`src/rtl/multi_slot_accumulator.sv`:
```
// Multi-slot accumulator: DEPTH slots of WIDTH+1 bits, one ADD/ACC/SUB/CLR
// per accepted command, registered result with valid/ready, sticky ovf.
//
// Ports:
//   clk, rst_n            clock, async active-low reset
//   in_valid/in_ready     command handshake (op, slot, a, b)
//   out_valid/out_ready   result handshake (result, out_slot)
//   ovf                   sticky per-slot carry/borrow flags
`timescale 1ns/1ps
module multi_slot_accumulator #(
  parameter int WIDTH = 4,
  parameter int DEPTH = 4,
  localparam int AW = $clog2(DEPTH)
) (
  input  logic             clk,
  input  logic             rst_n,
  input  logic             in_valid,
  output logic             in_ready,
  input  logic [1:0]       op,
  input  logic [AW-1:0]    slot,
  input  logic [WIDTH-1:0] a,
  input  logic [WIDTH-1:0] b,
  output logic             out_valid,
  input  logic             out_ready,
  output logic [WIDTH:0]   result,
  output logic [AW-1:0]    out_slot,
  output logic [DEPTH-1:0] ovf
);

  localparam logic [1:0] OP_ADD = 2'b00;
  localparam logic [1:0] OP_ACC = 2'b01;
  localparam logic [1:0] OP_SUB = 2'b10;
  localparam logic [1:0] OP_CLR = 2'b11;

  logic [WIDTH:0]   mem [DEPTH];
  logic [WIDTH-1:0] s;
  logic [WIDTH:0]   r;
  logic             acc;
  logic             is_add;
  logic             is_acc;
  logic             is_sub;
  logic             is_clr;

  assign in_ready = !out_valid | out_ready;
  assign acc      = in_valid & in_ready;

  assign is_add = (op == OP_ADD);
  assign is_acc = (op == OP_ACC);
  assign is_sub = (op == OP_SUB);
  assign is_clr = (op == OP_CLR);

  // Stored carry bit is never fed back as an operand.
  always_comb begin
    s = mem[slot][WIDTH-1:0];
    r = '0;
    unique case (1'b1)
      is_add:  r = {1'b0, a} + {1'b0, b};
      is_acc:  r = {1'b0, s} + {1'b0, a};
      is_sub:  r = {1'b0, s} - {1'b0, a};
      is_clr:  r = '0;
      default: r = '0;
    endcase
  end

  always_ff @(posedge clk or negedge rst_n) begin
    if (!rst_n) begin
      out_valid <= 1'b0;
      result    <= '0;
      out_slot  <= '0;
      ovf       <= '0;
      for (int i = 0; i < DEPTH; i++) begin
        mem[i] <= '0;
      end
    end else begin
      if (acc) begin
        mem[slot] <= r;
        result    <= r;
        out_slot  <= slot;
        out_valid <= 1'b1;
        if (is_clr) begin
          ovf[slot] <= 1'b0;
        end else if (r[WIDTH]) begin
          ovf[slot] <= 1'b1;
        end
      end else if (out_valid && out_ready) begin
        out_valid <= 1'b0;
      end
    end
  end

endmodule
```
`config.mk`:
```
export PLATFORM = sky130hd
export DESIGN_NAME = multi_slot_accumulator
export DESIGN_NICKNAME = d
export VERILOG_FILES = /design/src/rtl/multi_slot_accumulator.sv
export SDC_FILE = /design/constraint.sdc
export NUM_CORES = 1
export LEC_CHECK = 0
export ABC_AREA = 1
export CAP_MARGIN = 20
export CELL_PAD_IN_SITES_DETAIL_PLACEMENT = 1
export CELL_PAD_IN_SITES_GLOBAL_PLACEMENT = 2
export CORE_MARGIN = 1.5
export CORE_UTILIZATION = 37
export DETAILED_ROUTE_END_ITERATION = 10
export DONT_BUFFER_PORTS = 1
export PLACE_DENSITY = 0.83
export SETUP_SLACK_MARGIN = 0.2
export SLEW_MARGIN = 20
export SYNTH_ARGS = -nofsm -noshare
export SYNTH_HDL_FRONTEND = slang
export SYNTH_SLANG_ARGS = --single-unit
```
`constraint.sdc`:
```
create_clock -name clk -period 2.3 [get_ports clk]
set_input_delay 0.115 -clock clk [delete_from_list [all_inputs] [get_ports clk]]
set_output_delay 0.115 -clock clk [all_outputs]
set_load 0.02 [all_outputs]
```
==> impl_metrics.ini, run 1 <==
[critical_path]
crit_arrival_ns = 2.47
cp.required_ns = 2.47
path_cells = inv_2 > o22ai_2 > a221oi_2 > ha_2 > inv_2 > fa_2 > buf_4 > nor2_4 > o31ai_4 > buf_4 > buf_4 > a22o_1
critPathMaxFanout = 3
critical-path-max-stage-delay_ns = 0.42
cp-start-kind = flop
end_kind = flop
crit_path_top_delay_cell = fa_2
crit_type = flop to flop
cp_common_cell = buf_4

[floorplanning]
die_x_um = 72.0
io_pins = 29
dieArea_um2 = 5180
core_area_um2 = 4470
initial_core_util = 0.393
die_y_um = 72.0
row_count = 24

[sta]
finalCriticalPeriod_ns = 2.30
setup_tns_ns = -0.00254
fin_crit_sh = 1.00
hold_viol = 0
setup-violations-final = 1
whs_ns = 0.0127
worst_slack_ns = -0.00254
rsz0062_at_grt = yes
fin_skew_ns = 0.00282
worst_slew_pin_slew_ns = 0.398
slew_violations = 0
max_freq_mhz = 434
timing.slew.headroom = 0.732

[logic_synthesis]
ys_ff_latch = 28
ys_seq_area_frac = 0.398
synthMuxAreaShare = 0.0320
avgSynthCellArea_um2 = 8.08
synth_top_family_by_area = simple AND/OR/NAND/NOR gates
yosys_warnings = 0
synth_area_leaders = dfrtp_1 (40%), nand2_1 (14%), ha_1 (9.2%)
syn-cell-area_um2 = 1760
synth_fp_nets = 249
yosys.area.top_type_share = 0.398
yosys.area_share.simple = 0.245
yosysUniqueCellTypes = 28
syn_inst = 218
async_flop_share = 1.00
synth_xor_xnor_area_share = 0.00498
yosysTopAreaCell = dfrtp_1
synthAdderAreaFrac = 0.115
synth_compound_area_frac = 0.123
synth-main-ff-cell = dfrtp_1
synth_edf_count = 0

[layout]
fin_area_um2 = 2100
final_util = 0.470
nNetsFinal = 266
final_common_cell = nand2_1
antennaDiodeCount = 0
layoutNonFillerInstCount = 286
layout-drive-gt1-share = 0.269
area_growth_pct = 19.5
layout_common_cells = nand2_1 (56), dfrtp_1 (28), inv_1 (26), o21ai_0 (14)

[route]
vias_per_cell = 5.23
wl_per_cell_um = 16.4
num_vias = 1496
dr_wl_met3_um = 140
routed_wl_um = 4690
first_iter_violations = 49
drc_errors = 0
dr_wl_met2_um = 2270
first_pass_iters = 4
drtAntennaViolNets = 0
top_layer = met4
wl_met1_um = 2230

[power]
power_frac_comb = 0.365
power.density_nw_per_um2 = 820
leakage_nw = 1.06
swShare = 0.389
p_clk_frac = 0.177
power_switching_mw = 0.671
seqPwrFrac = 0.458
ir_drop_uv = 489
internal_power_mw = 1.05

[global_routing]
grt_pass1_wl_um = 7710
grt_max_degree = 29
grt-ovfl-total = 0
grt_pass1_vias = 1610
grt_usage = 0.191
antenna_found_initial = 0

[flow_run]
drv_cap = 0

[clock_network]
cts_tree = built
numClockSinks = 28
cts_buffers = 3
cts.path.max_buffers = 2
insertion_delay_ns = 0.28
clk_transition_reported_paths_ns = 0.09
htreeDepth = 1
cts_root_buffer = clkbuf_8

[placed_design]
placedInstanceArea_um2 = 1860
dpl.hpwl_um = 3690
io_buffers = 0
dp_cells = 274
place.gp.congestion = 0.790

[min_path]
min_path_type = input port to flop

[run_status]
status = finished, violations left
violations = setup timing
-- Yosys cell counts (3+ instances only) --
cell / count
dfrtp_1: 28
nor2_1: 8
inv_1: 31
o21ai_0: 16
nor2_4: 5
inv_2: 4
a22oi_1: 3
nand2_1: 65
nand3_1: 14
ha_1: 13
mux2_2: 4
a21oi_1: 6
-- final cells by class --
type | count | area [um^2]
well taps | 52 | 65.1
flip-flops and latches | 28 | 701
fillers | 551 | 2370
multi-input cells | 153 | 1030
repair buffers | 14 | 123
inverters | 35 | 131
clock buffers | 4 | 55.1
-- path summary, 6_finish.rpt --
kind                          from        end  slack, ns  cells past startpoint
max in group asynchronous    rst_n    mem[13]       1.88                      2
min in group asynchronous    rst_n  result[1]       0.26                      2
min                        slot[1]       flop       0.01                      3
min reg2reg                 mem[5]     mem[5]       0.52                      1
max reg2reg                 mem[0]  result[2]     -0.003                     12
max                         mem[0]  result[2]     -0.003                     12
-- metrics by stage --
stage	worst slack, ns	power (mW)
after global placement	0.0198	1.24
after floorplan	0.267	1.13
after detailed placement	-0.0423	1.28
final	-0.00254	1.73
after global routing	-0.0790	1.84
after CTS	0.0898	1.67
-- power groups by stage --
stage,combinational [mW],clock (mW),sequential (mW)
finish,0.630,0.306,0.789
global route,0.705,0.334,0.804
CTS,0.566,0.315,0.785
detailed placement,0.485,0,0.792
global placement,0.460,0,0.784
floorplan,0.366,0,0.764
-- routing by layer --
metal,vias up,global-route usage
met2,26,0.321
met5,-,0
met1,728,0.260
met4,0,0.0314
met3,7,0.0389
li1,735,-
-- timing repair --
action                     in CTS  in global routing
resized for setup              17                 18
setup buffers                   2                  3
pin swaps                       8                  8
hold buffers                    3                  0
setup endpoints to repair      13                 20
hold endpoints to repair       29                  0
-- worst max-delay path, delay by kind of cell, from the launching register on --
family / cells / cell delay (ns)
and+or+nand+nor: 1 / 0.11
buffers and inverters: 5 / 0.55
DFF: 1 / 0.39
AOI/OAI and AO/OA: 4 / 0.51
adders and majority gates: 2 / 0.64
-- cell families (layout without fill, tap and decap cells) --
group	after synthesis	count (layout)
compound gates	35	35
xor+xnor	1	1
fa+ha+maj	15	15
buf+inv	37	53
flops	28	28
mux	5	5
simple gates	97	97
No activity file was read; power rests on OpenSTA's default activity.
==> run 2, diff against run 1 <==
--- a/config.mk
+++ b/config.mk
@@ -5,15 +5,14 @@
 export SDC_FILE = /design/constraint.sdc
 export NUM_CORES = 1
 export LEC_CHECK = 0
-export ABC_AREA = 1
 export CAP_MARGIN = 20
 export CELL_PAD_IN_SITES_DETAIL_PLACEMENT = 1
 export CELL_PAD_IN_SITES_GLOBAL_PLACEMENT = 2
 export CORE_MARGIN = 1.5
-export CORE_UTILIZATION = 37
+export CORE_UTILIZATION = 40
 export DETAILED_ROUTE_END_ITERATION = 10
 export DONT_BUFFER_PORTS = 1
-export PLACE_DENSITY = 0.83
+export PLACE_DENSITY = 0.82
 export SETUP_SLACK_MARGIN = 0.2
 export SLEW_MARGIN = 20
 export SYNTH_ARGS = -nofsm -noshare
==> impl_metrics.ini, run 2 <==
[clock_network]
cts_root_buffer = clkbuf_8
insertion_delay_ns = 0.28
cts_buffers = 3
htreeDepth = 1
clk_transition_reported_paths_ns = 0.09
cts_tree = built
cts.path.max_buffers = 2
numClockSinks = 28

[logic_synthesis]
yosys_warnings = 0
avgSynthCellArea_um2 = 10.6
yosysTopAreaCell = dfrtp_1
yosys.area.top_type_share = 0.416
yosysMostFrequentCell = dfrtp_1
synth_area_leaders = dfrtp_1 (42%), ha_1 (9.7%), mux2_2 (8.0%)
synthTopCellsByCount = dfrtp_1 (28), nand2_1 (26), ha_1 (13)
synth_edf_count = 0
synth-main-ff-cell = dfrtp_1
syn-cell-area_um2 = 1680
async_flop_share = 1.00
yosysUniqueCellTypes = 34
synth_fp_nets = 190
ys_ff_latch = 28
ys_seq_area_frac = 0.416
syn_inst = 159

[global_routing]
grt_max_degree = 29
grt_pass1_vias = 1350
grt_pass1_wl_um = 6400
grt-ovfl-total = 0
antenna_found_initial = 0
grt_usage = 0.195

[floorplanning]
die_y_um = 67.9
row_count = 23
dieArea_um2 = 4610
initial_core_util = 0.418
io_pins = 29
die_x_um = 67.9
core_area_um2 = 4030

[sta]
rsz0062_at_grt = yes
worst_slack_ns = -0.0900
fin_skew_ns = 0.00458
setup-violations-final = 10
max_freq_mhz = 418
setup_tns_ns = -0.769
worst_slew_pin_slew_ns = 0.516
finalCriticalPeriod_ns = 2.39
slew_violations = 0
hold_viol = 0
whs_ns = 0.0455
fin_crit_sh = 1.04
timing.slew.headroom = 0.656

[route]
first_pass_iters = 4
first_iter_violations = 41
drc_errors = 0
vias_per_cell = 5.38
wl_per_cell_um = 17.7
num_vias = 1195
drtAntennaViolNets = 0
routed_wl_um = 3930

[critical_path]
cp-start-kind = flop
path_cells = mux4_2 > inv_2 > ha_4 > inv_2 > fa_2 > buf_4 > xor2_1 > a22oi_2 > nor2_4 > mux2_4
crit_path_top_delay_cell = mux4_2
end_kind = flop
cp_common_cell = inv_2
critical-path-max-stage-delay_ns = 0.48
crit_type = flop to flop
cp.required_ns = 2.47
critPathMaxFanout = 5
crit_arrival_ns = 2.56

[placed_design]
io_buffers = 0
dpl.hpwl_um = 2930
place.gp.congestion = 0.765

[run_status]
violations = setup timing
status = finished, violations left

[power]
total_power_mw = 1.81
leakage_nw = 0.930
power.density_nw_per_um2 = 916
ir_drop_uv = 466

[layout]
nNetsFinal = 204
final_common_cell = dfrtp_1
fillCellCount = 458
layout-drive-gt1-share = 0.285
layout_common_cells = dfrtp_1 (28), nand2_1 (25), ha_1 (12), inv_1 (10), mux2_2 (7)
final_util = 0.491
antennaDiodeCount = 0
area_growth_pct = 17.5

[flow_run]
drv_cap = 0

[min_path]
min_path_type = input port to flop
-- run 2: critical path, delay by kind of cell (launching register included) --
kind	cells	cell delay (ns)
mux	2	0.76
buf+inv	3	0.26
compound gates	1	0.19
fa+ha+maj	2	0.47
xor+xnor	1	0.14
flops	1	0.39
simple gates	1	0.07
-- run 2: power breakdown --
| part | total, mW | switching, mW | internal (mW) | leakage, nW |
|---|---|---|---|---|
| Combinational | 0.722 | 0.328 | 0.394 | 0.538 |
| Sequential | 0.787 | 0.138 | 0.649 | 0.363 |
| Clock | 0.304 | 0.151 | 0.154 | 0.0288 |
| Total | 1.81 | 0.617 | 1.20 | 0.930 |
-- run 2: cells by family (layout without fill, tap and decap cells) --
kind of cell,count (synthesis),in the layout,synth area share
DFF,28,28,0.416
AOI/OAI and AO/OA,27,27,0.109
adders and majority gates,15,15,0.120
muxes,17,17,0.140
buffers and inverters,16,29,0.0409
xor gates and xnor gates,7,7,0.0364
and+or+nand+nor,49,49,0.137
-- run 2: metrics by stage --
stage / cells / area [um^2] / setup slack (ns)
floorplan: 159 / 1700 / 0.0968
global placement: 207 / 1760 / -0.0373
detailed placement: 207 / 1760 / -0.141
CTS: 221 / 1950 / -0.102
global route: 222 / 1980 / -0.198
finish: 222 / 1980 / -0.0900
-- run 2: final cells by class --
class	instances	area [um^2]	share of cell area
multi-input cells	115	985	0.497
flip-flops and latches	28	701	0.354
repair buffers	13	131	0.0664
well taps	50	62.6	0.0316
clock buffers	4	55.1	0.0278
inverters	12	45.0	0.0228
-- run 2: timing repair --
item                                   in CTS  in global routing
pin swaps                                   6                  1
setup buffers                               5                  1
setup endpoints to repair                  20                 20
endpoints found under the hold margin      31                  0
resized for setup                          11                  5
hold buffers                                5                  0
-- run 2: path summary, 6_finish.rpt --
kind	startpoint	to	slack, ns	cells past startpoint
max reg2reg	mem[0]	mem[17]	-0.09	10
min	slot[0]	flop	0.05	2
max	mem[0]	mem[17]	-0.09	10
max in group asynchronous	rst_n	mem[10]	1.88	2
min in group asynchronous	rst_n	result[2]	0.26	2
min reg2reg	mem[3]	mem[3]	0.49	2
-- run 2: per-layer routing --
metal  global-route usage  wire (um)  vias to the layer above
li1                     -          -                      570
met1                0.247       1830                      593
met2                0.330       1880                       27
met3               0.0329        153                        5
met4               0.0825         63                        0
met5                    0          0                        -
==> run 3, diff against run 2 <==
--- a/config.mk
+++ b/config.mk
@@ -8,6 +8,7 @@
 export CAP_MARGIN = 20
 export CELL_PAD_IN_SITES_DETAIL_PLACEMENT = 1
 export CELL_PAD_IN_SITES_GLOBAL_PLACEMENT = 2
+export CORE_ASPECT_RATIO = 0.6
 export CORE_MARGIN = 1.5
 export CORE_UTILIZATION = 40
 export DETAILED_ROUTE_END_ITERATION = 10
==> impl_metrics.ini, run 3 (same netlist as run 2, synthesis figures left out) <==
[sta]
whs_ns = 0.0548
setup-violations-final = 10
finalCriticalPeriod_ns = 2.42
timing.slew.headroom = 0.614
worst_slew_pin_slew_ns = 0.574
slew_violations = 0
worst_slack_ns = -0.118
fin_crit_sh = 1.05
max_freq_mhz = 414
rsz0062_at_grt = yes
fin_skew_ns = 0.00627
hold_viol = 0

[layout]
final_common_cell = dfrtp_1
layoutNonFillerInstCount = 227
layout-drive-gt1-share = 0.263
layout_common_cells = dfrtp_1 (28), nand2_1 (24), ha_1 (12), inv_1 (10), mux2_2 (8)
fin_area_um2 = 1950
antennaDiodeCount = 0
area_growth_pct = 16.0
nNetsFinal = 199

[floorplanning]
die_x_um = 86.8
initial_core_util = 0.413
dieArea_um2 = 4620
io_pins = 29
die_y_um = 53.3
row_count = 18
core_area_um2 = 4080

[min_path]
min_path_type = input port to flop
worstHoldStart = slot[0]
whs_path_depth = 2

[critical_path]
critical-path-max-stage-delay_ns = 0.49
end_kind = flop
cp-start-kind = flop
cp.required_ns = 2.51
critPathMaxFanout = 5
path_cells = mux4_2 > inv_2 > ha_4 > inv_2 > fa_2 > a21o_1 > a21oi_2 > xor2_1 > a31oi_4 > a21oi_2
crit_arrival_ns = 2.63
r2r-start = mem[0]
crit_type = flop to flop
r2r_slack_ns = -0.12
crit_path_top_delay_cell = mux4_2
reg2reg_depth = 10

[route]
drtAntennaViolNets = 0
routed_wl_um = 3910
num_vias = 1185
vias_per_cell = 5.22
first_pass_iters = 4
first_iter_violations = 34
drc_errors = 0
wl_per_cell_um = 17.2

[placed_design]
io_buffers = 0
dpl.hpwl_um = 3020
dpl_worst_slack_ns = -0.137
placedInstanceArea_um2 = 1760
dp_cells = 216
place.gp.congestion = 0.722

[run_status]
violations = setup timing
status = finished, violations left

[global_routing]
antenna_found_initial = 0
grt-ovfl-total = 0
grt_pass1_vias = 1304
grt_max_degree = 29
grt_usage = 0.194
grt_pass1_wl_um = 6520

[clock_network]
htreeDepth = 1
cts_tree = built
numClockSinks = 28
cts.path.max_buffers = 2
clk_transition_reported_paths_ns = 0.10
cts_buffers = 3
insertion_delay_ns = 0.28
cts_root_buffer = clkbuf_8

[power]
total_power_mw = 1.84
ir_drop_uv = 441
power.density_nw_per_um2 = 942
leakage_nw = 0.903

[flow_run]
drv_cap = 0
run 3: how the worst max path moves through the flow:
stage | from | endpoint | slack [ns] | cells past startpoint
2_1_floorplan | mem[0] | flop | 0.1 | 10
3_3_place_gp | mem[0] | flop | -0.04 | 10
3_5_place_dp | mem[0] | flop | -0.14 | 10
4_1_cts | mem[0] | flop | -0.12 | 10
5_1_grt | mem[0] | flop | -0.24 | 10
6_report | mem[0] | flop | -0.12 | 10
run 3: report_power, final:
part / switching, mW / internal [mW] / leakage (nW)
Combinational: 0.314 / 0.350 / 0.504
Clock: 0.156 / 0.233 / 0.0357
Sequential: 0.139 / 0.649 / 0.363
run 3: cell type report:
class	instances	area, um^2
flip-flops and latches	28	701
multi-input cells	115	980
inverters	12	45.0
clock inverters	1	30.0
repair buffers	8	82.6
well taps	60	75.1
clock buffers	3	41.3
fillers	434	2120
run 3: stage by stage:
step | TNS (ns) | util
floorplan | 0 | -
global placement | -0.159 | 0.432
detailed placement | -0.653 | 0.432
CTS | -0.645 | 0.476
global route | -2.62 | 0.479
finish | -1.08 | 0.479
run 3: what timing repair did:
action / CTS / global route
setup buffers: 1 / 1
hold endpoints to repair: 31 / 0
cloned: 0 / 0
hold buffers: 5 / 0
pin swaps: 3 / 5
gates resized for setup: 10 / 2
endpoints found under the setup margin: 20 / 20
run 3: worst max-delay path: cells and delay by family, from the launching register on:
kind / cells / cell delay, ns
XOR/XNOR: 1 / 0.24
adder cells (fa/ha/maj): 2 / 0.46
buffers and inverters: 2 / 0.12
multiplexers: 1 / 0.49
flip-flops: 1 / 0.40
AO/OA/AOI/OAI: 4 / 0.65
run 3: per-layer routing:
layer,vias to the layer above,wire length (um),part of all wire,GRT usage
li1,564,-,-,-
met1,595,1850,0.47,0.254
met2,24,1870,0.48,0.324
met3,2,185,0.047,0.0577
met4,0,10,0.0026,0.0323
met5,-,0,0,0
